--- config.mk ---
export PLATFORM = sky130hd
export DESIGN_NAME = regfile_wb_arbiter
export DESIGN_NICKNAME = d
export VERILOG_FILES = /design/src/rtl/regfile_wb_arbiter.sv
export SDC_FILE = /design/constraint.sdc
export NUM_CORES = 1
export LEC_CHECK = 0
export ABC_AREA = 1
export BUFFER_PORTS_ARGS = -buffer_cell sky130_fd_sc_hd__buf_2
export CAP_MARGIN = 20
export CORE_ASPECT_RATIO = 1.2
export CORE_UTILIZATION = 43
export DETAILED_ROUTE_END_ITERATION = 12
export PLACE_DENSITY = 0.84
export SLEW_MARGIN = 20
export SYNTH_ARGS = -nofsm -noshare
export SYNTH_HDL_FRONTEND = slang
export SYNTH_SLANG_ARGS = --single-unit
--- constraint.sdc ---
create_clock -name clk -period 3.2 [get_ports clk]
set_input_delay 0.64 -clock clk [delete_from_list [all_inputs] [get_ports clk]]
set_output_delay 0.64 -clock clk [all_outputs]
set_load 0.1 [all_outputs]
--- src/rtl/regfile_wb_arbiter.sv ---
// Round-robin arbiter sharing the register file write port between NUM_REQ writeback sources.
// Optional read-after-write scoreboard enabled by defining REGFILE_ARB_SCOREBOARD_EN.
module regfile_wb_arbiter #(
    parameter int NUM_REQ = 3
) (
    input  logic                     clk,
    input  logic                     rst,
    input  logic [NUM_REQ-1:0]       req_valid,
    output logic [NUM_REQ-1:0]       req_ready,
    input  logic [NUM_REQ-1:0][4:0]  req_addr,
    input  logic [NUM_REQ-1:0][31:0] req_data,
    output logic                     w_en,
    output logic [4:0]               w_addr,
    output logic [31:0]              w_data,
    input  logic                     issue_valid,
    input  logic [4:0]               issue_rd,
    input  logic [4:0]               rs1_addr,
    input  logic [4:0]               rs2_addr,
    output logic                     rs1_busy,
    output logic                     rs2_busy
);

    localparam int          PTR_W = (NUM_REQ > 1) ? $clog2(NUM_REQ) : 1;
    localparam int unsigned NREQ  = NUM_REQ;

    logic [PTR_W-1:0] r_rr_ptr;
    logic [PTR_W-1:0] w_gnt_idx;
    logic             w_gnt_any;
    logic [4:0]       w_gnt_addr;
    logic [31:0]      w_gnt_data;
    logic             w_wr;
    logic             r_w_en;
    logic [4:0]       r_w_addr;
    logic [31:0]      r_w_data;

    function automatic logic [PTR_W-1:0] wrap_inc(input logic [PTR_W-1:0] base,
                                                  input int unsigned off);
        int unsigned sum;
        sum = 32'(base) + off;
        if (sum >= NREQ) sum = sum - NREQ;
        return sum[PTR_W-1:0];
    endfunction

    // Grant: first valid requester scanning upward from the pointer, with wrap-around
    always_comb begin
        w_gnt_any = 1'b0;
        w_gnt_idx = r_rr_ptr;
        req_ready = '0;
        for (int unsigned k = 0; k < NREQ; k++) begin
            if (!w_gnt_any && req_valid[wrap_inc(r_rr_ptr, k)]) begin
                w_gnt_any = 1'b1;
                w_gnt_idx = wrap_inc(r_rr_ptr, k);
            end
        end
        if (w_gnt_any) req_ready[w_gnt_idx] = 1'b1;
    end

    assign w_gnt_addr = req_addr[w_gnt_idx];
    assign w_gnt_data = req_data[w_gnt_idx];
    // An x0 request still consumes its turn but never produces a write
    assign w_wr       = w_gnt_any && (w_gnt_addr != 5'd0);

    always_ff @(posedge clk or posedge rst) begin
        if (rst) begin
            r_rr_ptr <= '0;
            r_w_en   <= 1'b0;
            r_w_addr <= 5'd0;
            r_w_data <= 32'd0;
        end else begin
            r_w_en <= w_wr;
            if (w_gnt_any) r_rr_ptr <= wrap_inc(w_gnt_idx, 1);
            if (w_wr) begin
                r_w_addr <= w_gnt_addr;
                r_w_data <= w_gnt_data;
            end
        end
    end

    assign w_en   = r_w_en;
    assign w_addr = r_w_addr;
    assign w_data = r_w_data;

`ifdef REGFILE_ARB_SCOREBOARD_EN
    logic [31:0] r_busy;
    logic [31:0] w_busy_nxt;

    // Clear on the retiring write first so a same-edge issue of that register wins
    always_comb begin
        w_busy_nxt = r_busy;
        if (r_w_en) w_busy_nxt[r_w_addr] = 1'b0;
        if (issue_valid && (issue_rd != 5'd0)) w_busy_nxt[issue_rd] = 1'b1;
        w_busy_nxt[0] = 1'b0;
    end

    always_ff @(posedge clk or posedge rst) begin
        if (rst) r_busy <= '0;
        else     r_busy <= w_busy_nxt;
    end

    assign rs1_busy = r_busy[rs1_addr];
    assign rs2_busy = r_busy[rs2_addr];
`else
    logic w_unused_sb;
    assign w_unused_sb = ^{issue_valid, issue_rd, rs1_addr, rs2_addr};
    assign rs1_busy    = 1'b0;
    assign rs2_busy    = 1'b0;
`endif

endmodule
# After elaboration in Yosys (flattened, before gate mapping)
# Cells that the tools add are included.
# op_classes
order_cmp,9
n_mux,23
n_reduce_logical,7
addsub,7
# op_table
cell,n
32-bit binary-select mux with 2-bit select,1
32-bit 2-to-1 mux,1
2-bit 2-to-1 mux,7
"2-bit by 3-bit less-than comparator with 1-bit output, second input constant",4
5-bit binary-select mux with 2-bit select,1
"3-bit by 2-bit >= comparator with 1-bit output, second input constant",3
"2-bit subtractor, second input constant",4
1-bit 2-to-1 mux,7
"2-bit by 1-bit adder with 3-bit output, second input constant",2
1-bit binary-select mux with 2-bit select,3
5-bit 2-to-1 mux,1
5-bit nonzero test,1
1-bit logical AND,4
"2-bit by 2-bit adder with 3-bit output, second input constant",1
3-bit 2-to-1 mux,1
1-bit demux with 2-bit select,1
"2-bit by 1-bit >= comparator with 1-bit output, second input constant",1
"2-bit >= comparator, second input constant",1
1-bit zero test,2
# word_totals
in_bits,132
reg_bits,40

# Logic depth before layout (Yosys ltp)
# Gate-level depths: netlist (run 1).
# logic_depth
depth_word,16
ltp_mapped,21
depth_no_buf,19

# Worst setup path after synthesis (run 1)
# OpenSTA, ideal clock, no wires.
# synth_path
path_kind,register to output
from,register r_rr_ptr[0]
to,output req_ready[0]
path_slack_ns,-0.971
required_time_ns,2.560
path_stages_with_launch,10
path_buffers,0
t_arrival_ns,3.531
path_cell_list,dfrtp_1 -> inv_1 -> ha_1 -> inv_2 -> nand3_1 -> nand2_1 -> nand3_4 -> nand3_1 -> nand2_2 -> nor3_1
# synth_via
elab_chain_len,16
elab_cells_between_ends,33
# synth_lines
item,line_no,rtl
"start, declared",26,logic [PTR_W-1:0] r_rr_ptr;
"start signal, assigned",71,"if (w_gnt_any) r_rr_ptr <= wrap_inc(w_gnt_idx, 1);"
branches (longest 15 deep; another with 2-bit by 1-bit adder with 3-bit output),n/a,
3-bit 2-to-1 mux *,55,if (w_gnt_any) req_ready[w_gnt_idx] = 1'b1;
"end, declared",9,"output logic [NUM_REQ-1:0] req_ready,"
# Mark *: on every way between the ends. The select of a mux whose other input is x is not followed.

# Worst setup path in the final report (run 1)
# layout_path
from,register r_rr_ptr[1]
to,output req_ready[1]
# Same word-level chain as after synthesis.

==> summary.md, run 1 <==
| Metric | Value |
|---|---|
| TritonCTS clock tree | done |
| Buffers & Inverters on Critical Path | 4 |
| I/O pins | 175 |
| Critical Path RT | 2560 ps |
| Yosys cell types | 23 |
| RSZ-0062 raised after global routing | false |
| Placed insts | 637 |
| Worst setup skew after layout | 6.68 ps |
| Net count reported at finish | 701 |
| Clk_lat worst skew | 290 ps |
| Number of port buffers | 156 |
| Setup WS pre-CTS | 155 ps |
| Clock Path Buffers | 2 |
| Setup TNS | 0 ps |
| Fin. Hold Viols | 0 |
| Tcrit/Tclk final | 94.3% |
| Total GRT Usage | 23.7% |
| Critical Path Fanout Max | 6 |
| Die area | 6560 sq um |
| Setup crit end kind | output port |
| Placer Congestion | 0.795 |
| DP HPWL | 5.80 mm |
| Final WL | 7.46 mm |
| Critical Path AT | 2380 ps |
| Max stage delay on crit path | 450 ps |
| Slowest CP cell | dfrtp_2 |
| DRC Markers | 0 |
| Die span in x | 74.1 um |
| CP top delay family | simple AND/OR/NAND/NOR gates |
| Vias per cell | 4.86 |
| Leading post-synthesis cells by cell area | dfrtp_1, nand2_1, nand3_1, ha_1, inv_1 |
| Layout cell share with drive strength beyond 1 | 36.4% |
| Hold crit path type | reg2reg |
| Worst-Margin Slew | 811 ps |
| Most frequent cells in the layout | nand2_1, buf_2, nand3_1, dfrtp_1, buf_4 |
| Iter 0 DRT Violations | 130 |
| Rows | 31 |
| Initial core utilization | 44.6% |
| Ant. Diodes | 0 |
| Startpoint types | flop |
| Fin crit period | 3020 ps |
| Critical path, cell by cell | inv_1 -> ha_2 -> inv_2 -> nand2_1 -> nand3_2 -> nand2_4 -> nand3_4 -> nor2_2 -> nor2_4 -> nor2_4 -> inv_1 -> nor2_4 -> buf_12 |
| 1st-pass router iterations | 4 |
| Hold_ws | 472 ps |
| Final slew viol count | 0 |
| Outcome | finished, final reports clean |
| Largest net degree at the start of global routing | 41 |
| Final setup viols | 0 |
| Slew headroom | 45.9% |
| CTS clk-pin slew, worst paths | 80 ps |
| Cell taking the most area after synthesis | dfrtp_1 |
| Sequential area share after synthesis | 37.3% |
| Most common cell after layout, fill and taps aside | nand2_1 |
| Syn Area/Cell | 6.51 sq um |
| Core area | 6010 sq um |
| CP dominant cell by count | nor2_4 |
| Min setup slack post-route | 181 ps |
| Yosys reg bits | 40 |
| Vias in the first global route | 2772 |
| GRT overflow | 0 |
| Layout Cells excl Fill | 648 |
| Synthesis-to-layout area growth | 39.5% |
| FMAX | 331 MHz |
| Post-Syn Instances | 412 |
| Via count | 3147 |
| Mapped cell area | 2680 sq um |
| Clk root buf | clkbuf_8 |
| Num CTS Buffers | 5 |
| Ys Warns | 0 |
| First-pass GRT wire length | 12.0 mm |
| Die H | 88.5 um |
| Cts hold-fix bufs | 0 |
| Num Clock Sinks | 40 |
| Synth top area share | 37.3% |
| Initial antenna violation count | 0 |
| DRT antenna net count | 0 |
| Wirelength per Cell | 11.5 um |
| Worst Setup Path Type | reg2out |
| MaxCap Viol Count | 0 |
| Max H-tree Level | 2 |
## sequential cells by signal, indices dropped and copies added, names as in the netlist
| signal | cells |
|---|---|
| r_rr_ptr | 2 |
| w_en | 1 |
| w_data | 32 |
| w_addr | 5 |
## cells by family after synthesis
| logic type | count (synthesis) | share of synthesized area (%) |
|---|---|---|
| AO/OA/AOI/OAI | 6 | 1.35 |
| adder cells (fa/ha/maj) | 4 | 1.87 |
| buffers and inverters | 39 | 6.76 |
| flip-flops | 40 | 37.3 |
| other | 1 | 0.140 |
| AND/OR/NAND/NOR | 322 | 52.6 |
## worst reg2reg max path, stage by stage, from the launching register on
cell	delay [ps]
dfrtp_2	450
inv_1	110
ha_2	220
inv_2	70
nand2_1	90
nand3_2	110
nand2_4	120
nand3_4	110
nand2_1	160
nor2_2	60
nor2_4	150
nor2_4	70
inv_1	120
nor2_2	60
nor2_2	150
nand3_4	200
nand2_4	200
buf_4	230
nand2_1	70
nand2_1	60
## synth_stat cells (all sizes together)
master / count
ha: 4
nor2: 15
nor3: 2
o21bai: 1
clkbuf: 10
conb: 1
buf: 12
o21ai: 5
inv: 17
nand2: 206
nand3: 99
dfrtp: 40
## worst paths after layout
check	from	endpoint	slack, ps	depth (start not counted)
worst max-delay path	r_rr_ptr[1]	req_ready[1]	180	13
worst min-delay path	w_addr[0]	w_addr[0]	470	2
worst max register to register	r_rr_ptr[1]	w_data[13]	330	19
worst min register to register	w_addr[0]	w_addr[0]	470	2
max in group asynchronous	rst	r_rr_ptr[1]	2140	2
min in group asynchronous	rst	w_data[25]	500	2
## per-stage QoR
stage / area (sq um) / util, %
after floorplan: 2710 / -
after global placement: 3550 / 59.0
after detailed placement: 3550 / 59.0
after CTS: 3690 / 61.4
after global routing: 3740 / 62.2
final: 3740 / 62.2
## routing by layer
metal  share of wire (%)  routed length (um)  track usage (%)  vias up
met5                   0                   0                0        -
met4                 1.0                  78             6.64        0
met3                 5.6                 419             5.47        8
met2                  51                3830             41.6      111
met1                  42                3130             28.9     1413
li1                    -                   -                -     1615
## what timing repair did
item / 4_1_cts / 5_1_grt
pin swaps: 0 / 2
gates resized for setup: 5 / 8
setup endpoints to repair: 3 / 30
setup buffers: 0 / 3
cloned: 0 / 0
## final cells by class
type,count,area (sq um)
fill,576,2270
timing repair buffer,167,883
sequential,40,1000
clock buffer,6,82.6
clock inverter,2,38.8
tap,82,103
inverter,17,66.3
multi-input combinational,334,1570
Power of run 1 is not shown: default switching activity piles up to over one toggle a cycle in this logic, so the estimate is an artifact.
==> run 2, diff against run 1 <==
Settings changed: CORE_MARGIN from default to 2.
==> summary.md, run 2 (synthesis results as in run 1) <==
| Metric | Value |
|---|---|
| Initial antenna violation count | 0 |
| Vias in the first global route | 2807 |
| Wirelength per Cell | 11.9 um |
| Initial core utilization | 44.3% |
| GRT overflow | 0 |
| Layout Cells excl Fill | 646 |
| CTS clk-pin slew, worst paths | 80 ps |
| Final setup viols | 0 |
| Tcrit/Tclk final | 95.3% |
| Layout cell share with drive strength beyond 1 | 36.0% |
| Die span in x | 76.1 um |
| Core area | 6050 sq um |
| Total GRT Usage | 22.2% |
| Largest net degree at the start of global routing | 41 |
| TritonCTS clock tree | done |
| Worst reg2reg path endpoint | w_data[12] |
| Critical Path AT | 2410 ps |
| R2r startpoint | r_rr_ptr[1] |
| Worst setup skew after layout | 4.69 ps |
| DRC Markers | 0 |
| Most common cell after layout, fill and taps aside | nand2_1 |
| MaxCap Viol Count | 0 |
| Fin. Hold Viols | 0 |
| FMAX | 328 MHz |
| Buffers & Inverters on Critical Path | 4 |
| Outcome | finished, final reports clean |
| Clk_lat worst skew | 290 ps |
| DP HPWL | 5.81 mm |
| Number of port buffers | 156 |
| Post-CTS setup buffer count | 0 |
| Slowest CP cell | dfrtp_2 |
| Hold crit path type | in2async |
| Final WL | 7.68 mm |
| Placed insts | 638 |
| Net count reported at finish | 699 |
| Via count | 3177 |
| Slew headroom | 62.8% |
| Most frequent cells in the layout | nand2_1, buf_2, nand3_1, dfrtp_1, inv_1 |
| Critical path, cell by cell | inv_1 -> ha_2 -> inv_2 -> nand2_1 -> nand3_2 -> nand2_4 -> nand3_4 -> nand3_1 -> nand2_2 -> nor2_4 -> inv_1 -> nor2_4 -> buf_12 |
| Max H-tree Level | 2 |
| Die H | 90.5 um |
| R2R cell count | 19 |
| Clock Path Buffers | 2 |
| I/O pins | 175 |
| Ant. Diodes | 0 |
| Critical Path RT | 2560 ps |
| Vias per cell | 4.92 |
| Synthesis-to-layout area growth | 38.9% |
| Worst-Margin Slew | 556 ps |
| Num Clock Sinks | 40 |
| Hold_ws | 459 ps |
| Worst Setup Path Type | reg2out |
| Final slew viol count | 0 |
| Setup crit end kind | output port |
| DRT antenna net count | 0 |
| Num CTS Buffers | 5 |
| Startpoint types | flop |
| Die area | 6890 sq um |
| Fin crit period | 3050 ps |
| Clk root buf | clkbuf_8 |
| CP top delay family | simple AND/OR/NAND/NOR gates |
| Critical Path Fanout Max | 8 |
| Reg-to-reg slack, setup | 330 ps |
| Iter 0 DRT Violations | 114 |
| First-pass GRT wire length | 12.6 mm |
| Max stage delay on crit path | 450 ps |
| Placer Congestion | 0.851 |
| 1st-pass router iterations | 4 |
| RSZ-0062 raised after global routing | false |
| Rows | 31 |
| Max reg flops | 32 |
## run 2: what timing repair did
item                                    4_1_cts  5_1_grt
endpoints found under the setup margin        3       35
hold buffers                                  0        0
resized for setup                             4        7
gates cloned                                  0        0
## run 2: area by class of cell
cell class | instances | area, sq um
Multi-Input combinational cell | 334 | 1550
Clock buffer | 6 | 82.6
Inverter | 17 | 63.8
Fill cell | 599 | 2320
Sequential cell | 40 | 1000
Tap cell | 82 | 103
Clock inverter | 2 | 38.8
Timing Repair Buffer | 165 | 885
## run 2: layer usage
metal,track usage (%),wire (um),up-vias
met5,0,0,-
met4,8.48,231,0
met3,3.90,380,19
met2,39.7,3830,120
met1,26.4,3240,1426
li1,-,-,1612
## run 2: how the worst max path moves through the flow
stage	from	endpoint	slack (ps)	cells past startpoint
after global routing	r_rr_ptr[1]	req_ready[1]	30	13
after floorplan	r_rr_ptr[0]	req_ready[0]	-100	9
final	r_rr_ptr[1]	req_ready[1]	150	13
after global placement	r_rr_ptr[0]	w_data[15]	270	19
after detailed placement	r_rr_ptr[0]	w_data[16]	190	19
after CTS	r_rr_ptr[0]	req_ready[1]	40	14
## run 2: through the flow
step | setup slack (ps) | util [%] | TNS (ps) | cell area (sq um)
finish | 150 | 61.6 | 0 | 3730
global route | 27.3 | 61.6 | 0 | 3730
CTS | 36.4 | 61.3 | 0 | 3710
floorplan | -100 | - | -100 | 2710
detailed placement | 192 | 58.9 | 0 | 3570
global placement | 267 | 58.9 | 0 | 3570
## run 2: tightest hold or removal path, delay by kind of cell
kind | cells | cell delay (ps)
buffers and inverters | 3 | 560
Power of run 2 is left out for the same reason.
